==> src/rtl/cam_pkg.sv <==
// Shared camera-path types: capture FSM states, default geometry,
// and the RGB565 field layout used by the frame buffer and display.
package cam_pkg;

  typedef enum logic [1:0] {
    WAIT_VBLANK = 2'd0,
    WAIT_FV     = 2'd1,
    FRAME       = 2'd2
  } cam_state_t;

  localparam int CAM_H_PIXELS = 640;
  localparam int CAM_V_LINES  = 480;

  localparam int RGB_R_MSB = 15;
  localparam int RGB_R_LSB = 11;
  localparam int RGB_G_MSB = 10;
  localparam int RGB_G_LSB = 5;
  localparam int RGB_B_MSB = 4;
  localparam int RGB_B_LSB = 0;

  typedef struct packed {
    logic [4:0] r;
    logic [5:0] g;
    logic [4:0] b;
  } rgb565_t;

  function automatic logic [15:0] rgb565_pair(
    input logic       hi_first,
    input logic [7:0] first,
    input logic [7:0] second
  );
    return hi_first ? {first, second} : {second, first};
  endfunction

endpackage

==> src/rtl/cam_sync_edge.sv <==
// Registers one camera strobe and flags its rising and falling edges
// against a second, delayed copy.
module cam_sync_edge (
  input  logic clk,
  input  logic rst,
  input  logic din,
  output logic q,
  output logic rise,
  output logic fall
);

  logic q_d;

  always_ff @(posedge clk) begin
    if (rst) begin
      q   <= 1'b0;
      q_d <= 1'b0;
    end else begin
      q   <= din;
      q_d <= q;
    end
  end

  assign rise = q & ~q_d;
  assign fall = ~q & q_d;

endmodule

==> src/rtl/cam_pixel_assembler.sv <==
// Pairs LV/FV-qualified sensor bytes into RGB565 pixels, tracks position,
// clips oversize frames and flags malformed lines.
module cam_pixel_assembler
  import cam_pkg::*;
#(
  parameter int H_PIXELS = CAM_H_PIXELS,
  parameter int V_LINES  = CAM_V_LINES,
  parameter int HI_FIRST = 1,
  parameter int HW       = 10,
  parameter int VW       = 9
) (
  input  logic          CLK_I,
  input  logic          RST_I,
  input  logic [7:0]    D_I,
  input  logic          LV_I,
  input  logic          FV_I,
  output logic [15:0]   D_O,
  output logic          DV_O,
  output logic          SOF_O,
  output logic          EOL_O,
  output logic [HW-1:0] HCNT_O,
  output logic [VW-1:0] VCNT_O,
  output logic          LINE_ERR_O,
  output logic          FRAME_DONE_O
);

  // Counters carry one spare bit so they can hold the full geometry.
  localparam logic [HW:0] H_END = H_PIXELS[HW:0];
  localparam logic [VW:0] V_END = V_LINES[VW:0];

  cam_state_t  state;
  logic [7:0]  d_r;
  logic [7:0]  hold;
  logic        lv_r, lv_rise, lv_fall;
  logic        fv_r, fv_rise, fv_fall;
  logic        primed;
  logic        phase;
  logic        in_line;
  logic        ovf;
  logic [HW:0] col;
  logic [VW:0] row;

  logic        take;
  logic        ph_eff;
  logic        ovf_eff;
  logic [HW:0] col_eff;
  logic        col_ok;
  logic        row_ok;
  logic        line_end;
  logic [15:0] pix;

  cam_sync_edge u_lv (
    .clk  (CLK_I),
    .rst  (RST_I),
    .din  (LV_I),
    .q    (lv_r),
    .rise (lv_rise),
    .fall (lv_fall)
  );

  cam_sync_edge u_fv (
    .clk  (CLK_I),
    .rst  (RST_I),
    .din  (FV_I),
    .q    (fv_r),
    .rise (fv_rise),
    .fall (fv_fall)
  );

  always_ff @(posedge CLK_I) begin
    if (RST_I) d_r <= '0;
    else       d_r <= D_I;
  end

  always_comb begin
    take     = 1'b0;
    ph_eff   = phase;
    ovf_eff  = ovf;
    col_eff  = col;
    line_end = 1'b0;
    if (state == FRAME) begin
      take     = fv_r & lv_r & (in_line | lv_rise);
      line_end = in_line & (lv_fall | fv_fall);
    end
    if (lv_rise) begin
      ph_eff  = 1'b0;
      ovf_eff = 1'b0;
      col_eff = '0;
    end
    col_ok = col_eff < H_END;
    row_ok = row < V_END;
    pix    = rgb565_pair(HI_FIRST != 0, hold, d_r);
  end

  always_ff @(posedge CLK_I) begin
    if (RST_I) begin
      state        <= WAIT_VBLANK;
      primed       <= 1'b0;
      hold         <= '0;
      phase        <= 1'b0;
      in_line      <= 1'b0;
      ovf          <= 1'b0;
      col          <= '0;
      row          <= '0;
      D_O          <= '0;
      DV_O         <= 1'b0;
      SOF_O        <= 1'b0;
      EOL_O        <= 1'b0;
      HCNT_O       <= '0;
      VCNT_O       <= '0;
      LINE_ERR_O   <= 1'b0;
      FRAME_DONE_O <= 1'b0;
    end else begin
      primed       <= 1'b1;
      DV_O         <= 1'b0;
      SOF_O        <= 1'b0;
      EOL_O        <= 1'b0;
      LINE_ERR_O   <= 1'b0;
      FRAME_DONE_O <= 1'b0;

      // fv_r is only trusted once a post-reset sample has landed.
      unique case (state)
        WAIT_VBLANK: if (primed && !fv_r) state <= WAIT_FV;
        WAIT_FV: begin
          if (fv_rise) begin
            row   <= '0;
            state <= FRAME;
          end
        end
        FRAME: begin
          if (fv_fall) begin
            FRAME_DONE_O <= 1'b1;
            state        <= WAIT_FV;
          end
        end
        default: state <= WAIT_VBLANK;
      endcase

      if (take) begin
        in_line <= 1'b1;
        phase   <= ~ph_eff;
        col     <= col_eff;
        ovf     <= ovf_eff;
        if (!ph_eff) begin
          hold <= d_r;
        end else if (col_ok && row_ok) begin
          D_O    <= pix;
          DV_O   <= 1'b1;
          SOF_O  <= (col_eff == '0) && (row == '0);
          EOL_O  <= col_eff == H_END - 1'b1;
          HCNT_O <= col_eff[HW-1:0];
          VCNT_O <= row[VW-1:0];
          col    <= col_eff + 1'b1;
        end else begin
          ovf <= 1'b1;
        end
      end

      if (line_end) begin
        in_line <= 1'b0;
        phase   <= 1'b0;
        ovf     <= 1'b0;
        if (row_ok) begin
          LINE_ERR_O <= phase | (col < H_END) | ovf;
          row        <= row + 1'b1;
        end
      end

      if (state != FRAME) in_line <= 1'b0;
    end
  end

endmodule

==> config.mk <==
export PLATFORM = sky130hd
export DESIGN_NAME = cam_pixel_assembler
export DESIGN_NICKNAME = d
export VERILOG_FILES = /design/src/rtl/cam_pkg.sv /design/src/rtl/cam_sync_edge.sv /design/src/rtl/cam_pixel_assembler.sv
export SDC_FILE = /design/constraint.sdc
export NUM_CORES = 1
export LEC_CHECK = 0
export CORE_MARGIN = 4
export CORE_UTILIZATION = 51
export CTS_BUF_LIST = sky130_fd_sc_hd__clkbuf_8
export DETAILED_ROUTE_END_ITERATION = 10
export GPL_TIMING_DRIVEN = 0
export PLACE_DENSITY = 0.81
export SLEW_MARGIN = 20
export SYNTH_ARGS = -nofsm -noshare
export SYNTH_HDL_FRONTEND = slang
export SYNTH_HIERARCHICAL = 1
export SYNTH_SLANG_ARGS = --single-unit
==> constraint.sdc <==
create_clock -name CLK_I -period 1.8 [get_ports CLK_I]
set_input_delay 0.45 -clock CLK_I [delete_from_list [all_inputs] [get_ports CLK_I]]
set_output_delay 0.45 -clock CLK_I [all_outputs]
set_load 0.1 [all_outputs]
==> run metrics <==
status=finished with violations; failing checks=negative setup slack; CTS Buffer Depth=2; area leader, netlist=dfxtp_1; Core Rows=30; # port buffers=51; most common cell after layout, fill and taps aside=dfxtp_1; Area contributors post-synth=dfxtp_1, a21oi_1, nand3_1; DRT Wirelength=11030 µm; Rel. slew slack=62.41%; total track usage=24.04%; Mapped Nets=429; layout cells sized above 1=30.44%; pre-CTS WS=-0.5151 ns; synthesized flop and latch total=87; dpl cells=560; Synth Flop Type=dfxtp_1; clock sinks=87; Routed Antenna Nets=0; largest net degree at the start of global routing=17; Hold-fix buffers, CTS=0; maximum vdd drop=0.4318 mV; Final WS setup=-0.07028 ns; clk root buf=clkbuf_8; CTS tree=done; vias post-DR=3568; Gate Count Post-Synth=413; Hold Path Stages=2; worst r2r src=u_lv/q; HP Start=hold[7]; Pins Over Slew Limit=0; asr flop ratio synth=0%; TritonRoute pass-1 iters=5; Post-Syn Area=0.003612 mm²; fin cells=592; most frequent cells in the layout=dfxtp_1, a21oi_1, clkdlybuf4s15_2; vias in the first global route=3344; finished layout cell area=0.004959 mm²; Final nets=507; Worst Setup Start Kind=register; synth warn=6; area post-placement=0.004262 mm²; top cell type's share of synthesized area=48.22%; Reg2Reg Depth=6; Die X=92.16 µm; GP Congestion=0.9100; Die H=92.16 µm; area grow syn2layout=37.27%; Core ar.=0.006832 mm²; Worst EP required=2.07 ns; post-synthesis sequential area ratio=48.22%; crit path kind=reg -> reg; distinct cell type count after synthesis=47; Initial Util=52.88%; Hold Vio Cnt, Final=0; initial antenna violation count=0; EDFF count, synth=0; TritonCTS Buffers=9; Max-Cap Viols=0; final design utilization=72.58%; per-cell routed wire length=18.63 µm; Fin Clk Skew=0.01212 ns; crit end category=register; post-DP HPWL=6867 µm; # diodes=0; worst slew pin tran=0.5665 ns; Hold WS=0.4756 ns; clk_lat worst skew=0.37 ns; syn_area_per_cell=8.746 µm²; global-route wire length before repair=16100 µm; setup slack, reg-to-reg=-0.07 ns; Cell Pwr Density=678.4 mW/mm²; Ports=52; Final period util=103.9%; critical path launch point=u_lv/q; worst path arrival time=2.14 ns; RSZ-0062 raised after global routing=yes; fin crit period=1.870 ns; grt total ovfl=0; f_max=0.5347 GHz; vias per cell=6.027; LEAKAGE=1.700 nW; CTS clk-pin slew, worst paths=0.09 ns; Initial DRC Count=342; die area=0.008493 mm²; worst-path fanout max=5; Hold Crit Class=reg -> reg; # fillers=504; DRC violations left=0; H-tree depth=3; Setup violations, final=5
stage by stage:
step	power, W	TNS, ns
floorplan	0.002063	-0.005758
global placement	0.002114	-28.70
detailed placement	0.002117	-30.89
CTS	0.003364	-0.04316
global route	0.003471	-0.6535
finish	0.003364	-0.2550
synth_stat cells (3+ instances only):
library cell,count
nand4b_1,6
nand2_1,13
nand3b_1,3
dfxtp_1,87
nor2b_1,22
nor2_1,25
a21oi_1,45
nand2b_1,5
o31ai_1,5
nor4_1,5
clkbuf_1,28
a31o_2,3
ha_1,4
o311ai_0,4
o21ai_0,37
or4_1,8
nand4_1,3
mux2i_1,11
nand3_1,39
nor3_1,9
inv_1,8
and3_1,6
buf_2,4
kinds of logic after synthesis:
| group | after synthesis | synth area share (%) |
|---|---|---|
| AO/OA/AOI/OAI | 112 | 18.22 |
| XOR/XNOR | 1 | 0.2425 |
| adder cells (fa/ha/maj) | 4 | 1.386 |
| buffers and inverters | 44 | 5.126 |
| flip-flops | 87 | 48.22 |
| multiplexers | 12 | 3.360 |
| AND/OR/NAND/NOR | 153 | 23.45 |
sequential cells by signal, summed over array words and instances, names as in the netlist, 2 cells and up:
name,count
D_O,16
HCNT_O,10
VCNT_O,9
col,11
d_r,8
hold,8
row,10
state,2
layout make-up:
class	instances	area, µm²	share of cell area (%)
clock inverter	7	57.56	1.161
inverter	8	32.53	0.6561
buffer	30	206.4	4.164
multi-input combinational	282	1912	38.56
clock buffer	9	123.9	2.498
tap	96	120.1	2.422
timing repair buffer	73	750.7	15.14
sequential	87	1755	35.40
critical path, stage by stage (launching register included):
cell     delay (ns)
dfxtp_2        0.35
nor2b_4        0.14
buf_8          0.13
and4b_2        0.36
nand3_2        0.10
or4_1          0.49
o31ai_1        0.22
layer usage:
| layer | vias to the layer above | global-route usage [%] | part of all wire [%] |
|---|---|---|---|
| li1 | 1645 | - | - |
| met2 | 179 | 39.42 | 49 |
| met3 | 50 | 3.774 | 6.7 |
| met4 | 0 | 13.37 | 3.9 |
| met5 | - | 0 | 0 |
| met1 | 1694 | 30.09 | 41 |
final timing paths:
path	to
setup / recovery	col[9]
hold / removal	D_O[15]
setup reg to reg	col[9]
hold reg to reg	D_O[15]
report_power, final:
group          leakage [nW]  switching [W]  total (W)  internal, W
combinational         0.905      0.0000748   0.000147    0.0000722
sequential            0.708      0.0000176    0.00196      0.00194
clock                0.0867       0.000742    0.00126     0.000517
total                  1.70       0.000835    0.00336      0.00253
timing repair:
action,in CTS,in global routing
pin swaps,5,8
setup buffers,13,7
endpoints found under the setup margin,104,60
cloned,0,2
gates resized for setup,166,63
(Power assumes the default switching activity.)
